**config.mk**
```make
export PLATFORM = sky130hd
export DESIGN_NAME = pipe_hazard_ctrl_flat
export DESIGN_NICKNAME = d
export VERILOG_FILES = /design/src/rtl/pipe_ctrl_pkg.sv /design/src/rtl/pipe_hazard_ctrl_if.sv /design/src/rtl/hazard_detect.sv /design/src/rtl/pipe_hazard_ctrl.sv /design/src/flat_wrapper.sv
export SDC_FILE = /design/constraint.sdc
export NUM_CORES = 1
export LEC_CHECK = 0
export ABC_CLOCK_PERIOD_IN_PS = 2710
export BUFFER_PORTS_ARGS = -buffer_cell sky130_fd_sc_hd__buf_2
export CAP_MARGIN = 20
export CELL_PAD_IN_SITES_DETAIL_PLACEMENT = 0
export CELL_PAD_IN_SITES_GLOBAL_PLACEMENT = 1
export CORE_UTILIZATION = 30
export DETAILED_ROUTE_END_ITERATION = 12
export PLACE_DENSITY_LB_ADDON = 0.1
export SLEW_MARGIN = 20
export SYNTH_ARGS = -nofsm -noshare
export SYNTH_HDL_FRONTEND = slang
export SYNTH_HIERARCHICAL = 1
export SYNTH_SLANG_ARGS = --single-unit
```
**constraint.sdc**
```tcl
create_clock -name clk -period 2.71 [get_ports clk]
set_clock_uncertainty 0.15 [all_clocks]
set_input_delay 0.1355 -clock clk [delete_from_list [all_inputs] [get_ports clk]]
set_output_delay 0.1355 -clock clk [all_outputs]
set_load 0.01 [all_outputs]
```
**src/rtl/pipe_ctrl_pkg.sv**
```systemverilog
// Shared types and constants for the pipeline hazard controller.
package pipe_ctrl_pkg;

    typedef enum logic [1:0] {
        StRun,
        StMduWait,
        StHalt
    } state_e;

    localparam int unsigned RegZero       = 0;
    localparam int unsigned MduLatDefault = 4;

endpackage

```
**src/rtl/pipe_hazard_ctrl_if.sv**
```systemverilog
// Status inputs from the pipeline stages and control outputs back to the stage registers.
interface pipe_hazard_ctrl_if #(
    parameter int unsigned W_BITS = 6,
    parameter int unsigned CNT_W  = 32
);
    logic [W_BITS-1:0] id_rs;
    logic [W_BITS-1:0] id_rt;
    logic              id_use_rs;
    logic              id_use_rt;
    logic              ex_ld;
    logic [W_BITS-1:0] ex_write;
    logic              ex_mdu;
    logic              ex_br_taken;
    logic              wb_syscall;
    logic              wb_halt;
    logic              resume;

    logic              if_en;
    logic              id_en;
    logic              ex_en;
    logic              mem_en;
    logic              wb_en;
    logic              if_id_zero;
    logic              id_ex_zero;
    logic              ex_mem_zero;
    logic              mem_wb_zero;
    logic              mdu_go;
    logic              halted;
    logic [CNT_W-1:0]  stall_cnt;
    logic [CNT_W-1:0]  flush_cnt;

    // Pipeline side: reports stage status, consumes enables and clears.
    modport master (
        output id_rs, id_rt, id_use_rs, id_use_rt, ex_ld, ex_write, ex_mdu, ex_br_taken,
        output wb_syscall, wb_halt, resume,
        input  if_en, id_en, ex_en, mem_en, wb_en,
        input  if_id_zero, id_ex_zero, ex_mem_zero, mem_wb_zero,
        input  mdu_go, halted, stall_cnt, flush_cnt
    );

    modport slave (
        input  id_rs, id_rt, id_use_rs, id_use_rt, ex_ld, ex_write, ex_mdu, ex_br_taken,
        input  wb_syscall, wb_halt, resume,
        output if_en, id_en, ex_en, mem_en, wb_en,
        output if_id_zero, id_ex_zero, ex_mem_zero, mem_wb_zero,
        output mdu_go, halted, stall_cnt, flush_cnt
    );

endinterface

```
**src/rtl/hazard_detect.sv**
```systemverilog
// Combinational RAW compare of two source operands against one in-flight destination.
module hazard_detect
    import pipe_ctrl_pkg::*;
#(
    parameter int unsigned W_BITS = 6
) (
    input  logic [W_BITS-1:0] src_a_i,
    input  logic [W_BITS-1:0] src_b_i,
    input  logic              use_a_i,
    input  logic              use_b_i,
    input  logic [W_BITS-1:0] dst_i,
    input  logic              dst_vld_i,
    output logic              hit_o
);

    logic dst_live;

    // Writes to the zero register are discarded, so they can never feed a consumer.
    assign dst_live = dst_vld_i & (dst_i != W_BITS'(RegZero));

    assign hit_o = dst_live & ((use_a_i & (src_a_i == dst_i)) |
                               (use_b_i & (src_b_i == dst_i)));

endmodule

```
**src/rtl/pipe_hazard_ctrl.sv**
```systemverilog
// Pipeline register sequencer: load-use stalls, branch flushes, MDU occupancy, syscall halt.
module pipe_hazard_ctrl
    import pipe_ctrl_pkg::*;
#(
    parameter int unsigned W_BITS  = 6,
    parameter int unsigned MDU_LAT = MduLatDefault,
    parameter int unsigned CNT_W   = 32
) (
    input logic               clk,
    input logic               rst_n,
    pipe_hazard_ctrl_if.slave bus
);

    localparam int unsigned MduCntW = 4;

    state_e             state_q, state_d;
    logic [MduCntW-1:0] mdu_cnt_q, mdu_cnt_d;
    logic               done_q, done_d;
    logic [CNT_W-1:0]   stall_q, stall_d;
    logic [CNT_W-1:0]   flush_q, flush_d;

    logic load_use;
    logic halt_req;
    logic stall_inc;
    logic flush_inc;
    logic if_en, id_en, ex_en, mem_en, wb_en;
    logic if_id_zero, id_ex_zero, ex_mem_zero;
    logic mdu_go, halted;

    hazard_detect #(
        .W_BITS (W_BITS)
    ) u_load_use (
        .src_a_i   (bus.id_rs),
        .src_b_i   (bus.id_rt),
        .use_a_i   (bus.id_use_rs),
        .use_b_i   (bus.id_use_rt),
        .dst_i     (bus.ex_write),
        .dst_vld_i (bus.ex_ld),
        .hit_o     (load_use)
    );

    assign halt_req = bus.wb_syscall & bus.wb_halt;

    always_comb begin
        state_d     = state_q;
        mdu_cnt_d   = mdu_cnt_q;
        done_d      = done_q;
        if_en       = 1'b1;
        id_en       = 1'b1;
        ex_en       = 1'b1;
        mem_en      = 1'b1;
        wb_en       = 1'b1;
        if_id_zero  = 1'b0;
        id_ex_zero  = 1'b0;
        ex_mem_zero = 1'b0;
        mdu_go      = 1'b0;
        halted      = 1'b0;
        flush_inc   = 1'b0;

        unique case (state_q)
            StRun: begin
                done_d = 1'b0;
                if (halt_req) begin
                    {if_en, id_en, ex_en, mem_en, wb_en} = '0;
                    state_d = StHalt;
                end else if (bus.ex_mdu && !done_q) begin
                    {if_en, id_en, ex_en} = '0;
                    ex_mem_zero = 1'b1;
                    mdu_go      = 1'b1;
                    mdu_cnt_d   = MduCntW'(MDU_LAT - 1);
                    state_d     = StMduWait;
                end else if (bus.ex_br_taken) begin
                    // The ID instruction is squashed, so a load-use match there is moot.
                    if_id_zero = 1'b1;
                    id_ex_zero = 1'b1;
                    flush_inc  = 1'b1;
                end else if (load_use) begin
                    if_en      = 1'b0;
                    id_en      = 1'b0;
                    id_ex_zero = 1'b1;
                end
            end
            StMduWait: begin
                if (halt_req) begin
                    {if_en, id_en, ex_en, mem_en, wb_en} = '0;
                    state_d = StHalt;
                end else begin
                    {if_en, id_en, ex_en} = '0;
                    ex_mem_zero = 1'b1;
                    mdu_cnt_d   = mdu_cnt_q - 1'b1;
                    if (mdu_cnt_q == MduCntW'(1)) begin
                        state_d = StRun;
                        done_d  = 1'b1;
                    end
                end
            end
            StHalt: begin
                {if_en, id_en, ex_en, mem_en, wb_en} = '0;
                halted = 1'b1;
                if (bus.resume) begin
                    state_d = StRun;
                end
            end
            default: begin
                state_d = StRun;
            end
        endcase
    end

    assign stall_inc = ~if_en & (state_q != StHalt);

    // Both counters stick at all-ones rather than wrapping.
    always_comb begin
        stall_d = stall_q;
        flush_d = flush_q;
        if (stall_inc && (stall_q != '1)) begin
            stall_d = stall_q + CNT_W'(1);
        end
        if (flush_inc && (flush_q != '1)) begin
            flush_d = flush_q + CNT_W'(1);
        end
    end

    always_ff @(posedge clk or negedge rst_n) begin
        if (!rst_n) begin
            state_q   <= StRun;
            mdu_cnt_q <= '0;
            done_q    <= 1'b0;
            stall_q   <= '0;
            flush_q   <= '0;
        end else begin
            state_q   <= state_d;
            mdu_cnt_q <= mdu_cnt_d;
            done_q    <= done_d;
            stall_q   <= stall_d;
            flush_q   <= flush_d;
        end
    end

    assign bus.if_en       = if_en;
    assign bus.id_en       = id_en;
    assign bus.ex_en       = ex_en;
    assign bus.mem_en      = mem_en;
    assign bus.wb_en       = wb_en;
    assign bus.if_id_zero  = if_id_zero;
    assign bus.id_ex_zero  = id_ex_zero;
    assign bus.ex_mem_zero = ex_mem_zero;
    assign bus.mem_wb_zero = 1'b0;
    assign bus.mdu_go      = mdu_go;
    assign bus.halted      = halted;
    assign bus.stall_cnt   = stall_q;
    assign bus.flush_cnt   = flush_q;

endmodule

```
**src/flat_wrapper.sv**
```systemverilog
// flat-port wrapper written by rule: the top's interface ports become plain ports
module pipe_hazard_ctrl_flat import pipe_ctrl_pkg::*;
#(
    parameter int unsigned W_BITS  = 6,
    parameter int unsigned MDU_LAT = MduLatDefault,
    parameter int unsigned CNT_W   = 32
)
  (clk, rst_n, bus_id_rs, bus_id_rt, bus_id_use_rs, bus_id_use_rt, bus_ex_ld, bus_ex_write, bus_ex_mdu, bus_ex_br_taken, bus_wb_syscall, bus_wb_halt, bus_resume, bus_if_en, bus_id_en, bus_ex_en, bus_mem_en, bus_wb_en, bus_if_id_zero, bus_id_ex_zero, bus_ex_mem_zero, bus_mem_wb_zero, bus_mdu_go, bus_halted, bus_stall_cnt, bus_flush_cnt);
  pipe_hazard_ctrl_if #(.W_BITS(W_BITS), .CNT_W(CNT_W)) bus_i ();
  input logic clk;
  input logic rst_n;
  input wire logic [$bits(bus_i.id_rs)-1:0] bus_id_rs;
  input wire logic [$bits(bus_i.id_rt)-1:0] bus_id_rt;
  input wire logic [$bits(bus_i.id_use_rs)-1:0] bus_id_use_rs;
  input wire logic [$bits(bus_i.id_use_rt)-1:0] bus_id_use_rt;
  input wire logic [$bits(bus_i.ex_ld)-1:0] bus_ex_ld;
  input wire logic [$bits(bus_i.ex_write)-1:0] bus_ex_write;
  input wire logic [$bits(bus_i.ex_mdu)-1:0] bus_ex_mdu;
  input wire logic [$bits(bus_i.ex_br_taken)-1:0] bus_ex_br_taken;
  input wire logic [$bits(bus_i.wb_syscall)-1:0] bus_wb_syscall;
  input wire logic [$bits(bus_i.wb_halt)-1:0] bus_wb_halt;
  input wire logic [$bits(bus_i.resume)-1:0] bus_resume;
  output wire logic [$bits(bus_i.if_en)-1:0] bus_if_en;
  output wire logic [$bits(bus_i.id_en)-1:0] bus_id_en;
  output wire logic [$bits(bus_i.ex_en)-1:0] bus_ex_en;
  output wire logic [$bits(bus_i.mem_en)-1:0] bus_mem_en;
  output wire logic [$bits(bus_i.wb_en)-1:0] bus_wb_en;
  output wire logic [$bits(bus_i.if_id_zero)-1:0] bus_if_id_zero;
  output wire logic [$bits(bus_i.id_ex_zero)-1:0] bus_id_ex_zero;
  output wire logic [$bits(bus_i.ex_mem_zero)-1:0] bus_ex_mem_zero;
  output wire logic [$bits(bus_i.mem_wb_zero)-1:0] bus_mem_wb_zero;
  output wire logic [$bits(bus_i.mdu_go)-1:0] bus_mdu_go;
  output wire logic [$bits(bus_i.halted)-1:0] bus_halted;
  output wire logic [$bits(bus_i.stall_cnt)-1:0] bus_stall_cnt;
  output wire logic [$bits(bus_i.flush_cnt)-1:0] bus_flush_cnt;
  assign bus_i.id_rs = bus_id_rs;
  assign bus_i.id_rt = bus_id_rt;
  assign bus_i.id_use_rs = bus_id_use_rs;
  assign bus_i.id_use_rt = bus_id_use_rt;
  assign bus_i.ex_ld = bus_ex_ld;
  assign bus_i.ex_write = bus_ex_write;
  assign bus_i.ex_mdu = bus_ex_mdu;
  assign bus_i.ex_br_taken = bus_ex_br_taken;
  assign bus_i.wb_syscall = bus_wb_syscall;
  assign bus_i.wb_halt = bus_wb_halt;
  assign bus_i.resume = bus_resume;
  assign bus_if_en = bus_i.if_en;
  assign bus_id_en = bus_i.id_en;
  assign bus_ex_en = bus_i.ex_en;
  assign bus_mem_en = bus_i.mem_en;
  assign bus_wb_en = bus_i.wb_en;
  assign bus_if_id_zero = bus_i.if_id_zero;
  assign bus_id_ex_zero = bus_i.id_ex_zero;
  assign bus_ex_mem_zero = bus_i.ex_mem_zero;
  assign bus_mem_wb_zero = bus_i.mem_wb_zero;
  assign bus_mdu_go = bus_i.mdu_go;
  assign bus_halted = bus_i.halted;
  assign bus_stall_cnt = bus_i.stall_cnt;
  assign bus_flush_cnt = bus_i.flush_cnt;
  pipe_hazard_ctrl #(.W_BITS(W_BITS), .MDU_LAT(MDU_LAT), .CNT_W(CNT_W)) u_core (.clk(clk), .rst_n(rst_n), .bus(bus_i));
endmodule
```
==> results.md, run 1 <==
* Outcome: complete, no violations
* Crit Path Max Fanout at 3
* FFs w/ async S/R, synth at 1.00
* Clock slew at reported path FFs at 0.05 ns
* Peak supply drop at 438 uV
* IO Port Bufs at 101
* # placed instances at 656
* Reg2reg setup slack at 0.36 ns
* Final core utilization at 0.393
* Synth Warn # at 6
* Worst-Margin Slew at 0.879 ns
* Worst Hold Class: primary input to flop
* Post-synthesis instance area at 3920 um^2
* Detailed Route WL at 10100 um
* DR top layer: met4
* Crit. Startpoint: bus_ex_write[0]
* Post-CTS Resized at 0
* Root Buffer: clkbuf_16
* Starting density of the core at 0.309
* Highest clock rate at 421 MHz
* Pwr dens at 702 nW/um^2
* Clock latency on the worst-skew pair at 0.33 ns
* CTS H-tree depth at 3
* Maxcap violations at 0
* Leading cell type in the layout, fill and taps excluded: buf_2
* Worst EP required at 2.81 ns
* Final hold vios at 0
* Hold WS at 0.0499 ns
* Vias at 3258
* Detailed-routed wire length on met2 at 4930 um
* Setup ws final at 0.332 ns
* Distinct cells, synth at 51
* Metal3 WL at 374 um
* Antenna violations before repair at 0
* Fin crit share at 0.877
* RSZ-0062 raised after global routing: false
* Die W at 116 um
* Final setup fails at 0
* Average instance area after synthesis at 10.4 um^2
* Total gr overflow at 0
* Most frequent cells in the layout: buf_2 (101), dfrtp_1 (71), xnor2_1 (37)
* CTS tree: built
* Inserted Clock Buffers at 9
* Number of flops mapped to enable cells by yosys at 0
* Cell accounting for the most synthesized area: dfrtp_1
* Core area at 12700 um^2
* Max-slew headroom at 0.414
* FF-to-FF Start: u_core/state_q[0]$_DFFE_PN0P_
* Place WS at -0.0367 ns
* Largest net degree at the start of global routing at 37
* Minimum clock period after layout at 2.38 ns
* Vias in the first global route at 3127
* Post-synth top area share at 0.454
* Crit path arrival time at 2.48 ns
* Fill cell count at 1303
* Final nets at 531
* Total track usage at 0.158
* Min-Delay Startpoint: bus_resume
* Crit Path Class: primary input to flop
* Drt pass-1 iters at 4
* DIE AREA at 13500 um^2
* Num Clock Sinks at 71
* Drt via density at 4.86
* Post-Syn Instances at 377
* Area grow syn2layout at 27.1%
* WL/cell at 15.0 um
* Starting DRT DRC Count at 144
* Startpoint types: primary input
* Pwr Total at 3.50 mW
* Lkg Pwr at 2.46 nW
* DP HPWL at 7530 um
* # IOs at 103
* Top cells by area, synth: dfrtp_1 (45%), xnor2_1 (8.3%), xor2_1 (8.0%)
* Row cnt at 41
* Max Slew Vio Count at 0
* First-pass GRT wire length at 16200 um
* Post-CTS setup buffers at 0
* Gpl congestion at 0.763
* Post-route ant nets at 0
* Antenna diodes at 0
* CTS max path bufs at 2
* Die Y at 116 um
* Cell Count, Final, Fillers Out at 671
* Met1 Wirelength at 4700 um
* DRC at 0
* Fraction of layout cells with a size suffix above 1 at 0.307
* Ys flop type: dfrtp_1
* Seq cells post-synth at 71
* Post-Syn Nets at 412
* Seq/Total Area, Yosys at 0.454
* Worst Setup End Kind: flop
state kept, by name (all words and copies together), names as in the netlist:
signal / cells
u_core/bus.flush_cnt: 32
u_core/bus.stall_cnt: 32
u_core/mdu_cnt_q: 4
u_core/state_q: 2
u_core/done_q: 1
power breakdown:
part	internal, mW	total, mW	switching [mW]
Combinational	0.484	1.06	0.571
Clock	0.658	1.09	0.429
Sequential	1.19	1.35	0.161
logic make-up (layout without fill, tap and decap cells):
group                    count (synthesis)  count (layout)  synth area share
adder cells (fa/ha/maj)                  7               7            0.0224
AND/OR/NAND/NOR                        172             172             0.270
buffers and inverters                   20             142            0.0271
AO/OA/AOI/OAI                           28              28            0.0495
flip-flops                              71              71             0.454
multiplexers                             5               5            0.0137
other                                    1               1          0.000957
XOR/XNOR                                73              73             0.163
final cells by class:
| class | count | area, um^2 | share of cell area |
|---|---|---|---|
| clock buffers | 13 | 260 | 0.0523 |
| clock inverters | 1 | 5.00 | 0.00101 |
| inverters | 10 | 37.5 | 0.00754 |
| multi-input cells | 286 | 2030 | 0.409 |
| flip-flops and latches | 71 | 1780 | 0.357 |
| well taps | 172 | 215 | 0.0432 |
| repair buffers | 118 | 648 | 0.130 |
cell usage after synthesis (3+ instances only):
library cell,number
nor3_1,13
buf_4,5
nand4_1,31
nor4_1,8
nand2_1,20
inv_1,10
and2_1,4
and3_1,12
mux2_2,3
ha_1,7
or4_1,5
a31oi_1,3
xor2_1,36
xnor2_1,37
o21ai_0,10
nor4_2,3
a21oi_1,6
buf_2,4
nor2_1,20
nand3_1,25
and4_1,6
dfrtp_1,71
stage by stage:
stage	TNS, ns	area [um^2]
after floorplan	0	3920
after global placement	0	4700
after detailed placement	-0.0616	4700
after CTS	0	4980
after global routing	0	4980
final	0	4980
critical path: stages:
cell and delay (ns):
buf_2 0.13, xnor2_1 0.15, nand4_1 0.11, or4_1 0.41
a21oi_1 0.25, nand2b_1 0.15, a31o_4 0.24, or4_4 0.56
nor3b_2 0.19, xor2_1 0.16
worst paths after layout:
| check | to | cells past startpoint |
|---|---|---|
| hold / removal | u_core/state_q[0]$_DFFE_PN0P_ | 4 |
| max in group asynchronous | u_core/bus.flush_cnt[19]$_DFFE_PN0P_ | 3 |
| hold reg to reg | u_core/bus.flush_cnt[5]$_DFFE_PN0P_ | 1 |
| min in group asynchronous | u_core/state_q[0]$_DFFE_PN0P_ | 2 |
| setup / recovery | u_core/bus.stall_cnt[25]$_DFFE_PN0P_ | 10 |
| setup reg to reg | u_core/bus.flush_cnt[16]$_DFFE_PN0P_ | 7 |
what timing repair did:
item / 4_1_cts / 5_1_grt
hold endpoints to repair: 35 / 0
setup endpoints to repair: 0 / 0
hold buffers: 1 / 0
routing by layer:
metal / up-vias / track usage
met4: 0 / 0.0479
li1: 1602 / -
met5: - / 0
met2: 75 / 0.264
met3: 8 / 0.0426
met1: 1573 / 0.200
Note: power is estimated with default switching activity, not from simulation.
==> run 2, diff against run 1 <==
ABC_CLOCK_PERIOD_IN_PS = 2450   (was 2710)
clock period = 2.45 ns   (was 2.71 ns; I/O delays follow)
==> run 2 against run 1 <==
- via count up 1.2%
- setup slack worse by 0.23 ns
- sequential cell count unchanged
- critical path depth is 2 lower
- non-clock buffer count grew 16
- sequential share of layout area fell by 1.1 points
- register-to-register slack lost 0.26 ns
- design area is 3.2% higher
- critical endpoint unchanged
==> results.md, run 2 (synthesized netlist as in run 1, its figures left out) <==
* Worst Hold Class: primary input to flop
* DP HPWL at 7670 um
* CTS H-tree depth at 3
* Metal3 WL at 456 um
* Inserted Clock Buffers at 9
* Post-route ant nets at 0
* Vias in the first global route at 3354
* CTS max path bufs at 2
* Clock latency on the worst-skew pair at 0.33 ns
* Antenna violations before repair at 0
* Detailed Route WL at 10300 um
* Root Buffer: clkbuf_16
* IO Port Bufs at 101
* Crit path arrival time at 2.45 ns
* Drt pass-1 iters at 4
* Reg2reg setup slack at 0.10 ns
* FF-to-FF Start: u_core/state_q[1]$_DFFE_PN0P_
* DIE AREA at 13500 um^2
* Gpl congestion at 0.767
* Core area at 12700 um^2
* Hold WS at 0.0596 ns
* Peak supply drop at 424 uV
* Row cnt at 41
* Drt via density at 4.79
* Max-slew headroom at 0.603
* # IOs at 103
* Met1 Wirelength at 4790 um
* Leading cell type in the layout, fill and taps excluded: buf_2
* Worst Setup End Kind: flop
* Final setup fails at 0
* Final nets at 547
* Worst R2R End: u_core/bus.stall_cnt[25]$_DFFE_PN0P_
* Worst EP required at 2.56 ns
* Num Clock Sinks at 71
* Cell Area, Placed at 4800 um^2
* Lkg Pwr at 2.55 nW
* Sink of the worst hold path: u_core/state_q[0]$_DFFE_PN0P_
* Worst-Margin Slew at 0.589 ns
* Starting DRT DRC Count at 113
* Antenna diodes at 0
* Crit Path Class: flop to flop
* Pwr dens at 794 nW/um^2
* Largest net degree at the start of global routing at 36
* Setup ws final at 0.102 ns
* Maxcap violations at 0
* CTS tree: built
* # placed instances at 669
* Startpoint types: flop
* Total gr overflow at 0
* DR top layer: met4
* Fin crit share at 0.958
* WL/cell at 15.0 um
* Min-Delay Startpoint: bus_resume
* Fraction of layout cells with a size suffix above 1 at 0.338
* Vias at 3298
* Hold Path Cell Cnt at 4
* Most frequent cells in the layout: buf_2 (101), dfrtp_1 (71), xnor2_1 (37)
* Final instance area at 5140 um^2
* Final hold vios at 0
* Cell Count, Final, Fillers Out at 689
* DRC at 0
* Worst r2r path cells at 8
* Final core utilization at 0.405
* Clock slew at reported path FFs at 0.06 ns
* Die Y at 116 um
* Place WS at -0.271 ns
* Total track usage at 0.162
* First-pass GRT wire length at 16800 um
* Minimum clock period after layout at 2.35 ns
* Area grow syn2layout at 31.1%
* Crit Path Max Fanout at 4
* Outcome: complete, no violations
* Post-route setup TNS at 0 ns
* Detailed-routed wire length on met2 at 4930 um
* Highest clock rate at 426 MHz
* Die W at 116 um
* Pwr Total at 4.08 mW
* Starting density of the core at 0.309
* Max Slew Vio Count at 0
[run 2: changes by cell type in the layout (fill, tap and decap cells not counted), moves of 2 or more]
cell        change
clkbuf_1        -2
clkinvlp_4      +2
clkinv_2        +2
buf_4          +16
[run 2: metal layers]
layer | vias up | track usage
li1 | 1638 | -
met1 | 1586 | 0.207
met2 | 65 | 0.263
met3 | 9 | 0.0509
met4 | 0 | 0.0496
met5 | - | 0
[run 2: power breakdown]
group | switching [mW] | leakage [nW] | internal (mW)
clock | 0.513 | 0.144 | 0.810
sequential | 0.148 | 0.952 | 1.32
combinational | 0.677 | 1.45 | 0.614
total | 1.34 | 2.55 | 2.74
[run 2: layout make-up]
class | count | area, um^2
Fill cell | 1302 | 7530
Multi-Input combinational cell | 286 | 2040
Sequential cell | 71 | 1780
Timing Repair Buffer | 134 | 768
Clock buffer | 10 | 239
Tap cell | 172 | 215
Clock inverter | 6 | 60.1
Inverter | 10 | 37.5
[run 2: how the worst max path moves through the flow]
stage	cells after the start	slack, ns	endpoint	from
after global placement	9	-0.22	u_core/bus.stall_cnt[31]$_DFFE_PN0P_	bus_ex_write[1]
after global routing	8	-0.007	u_core/bus.stall_cnt[25]$_DFFE_PN0P_	u_core/state_q[1]$_DFFE_PN0P_
after detailed placement	10	-0.27	u_core/bus.stall_cnt[25]$_DFFE_PN0P_	bus_ex_write[3]
final	8	0.10	u_core/bus.stall_cnt[25]$_DFFE_PN0P_	u_core/state_q[1]$_DFFE_PN0P_
after floorplan	8	0.05	u_core/bus.stall_cnt[25]$_DFFE_PN0P_	bus_ex_write[1]
after CTS	8	0.03	u_core/bus.stall_cnt[25]$_DFFE_PN0P_	u_core/state_q[1]$_DFFE_PN0P_
[run 2: critical path: stages (launching register included)]
cell and delay [ns]:
dfrtp_1 0.40, inv_1 0.08, ha_2 0.20, a21boi_4 0.16, buf_4 0.15, a31o_4 0.22
or4_4 0.56, nor3b_2 0.19, xor2_1 0.16
[run 2: repair_timing]
action | 4_1_cts | 5_1_grt
hold buffers | 1 | 0
setup buffers | 1 | 2
endpoints found under the hold margin | 50 | 0
endpoints found under the setup margin | 1 | 10
resized for setup | 0 | 2
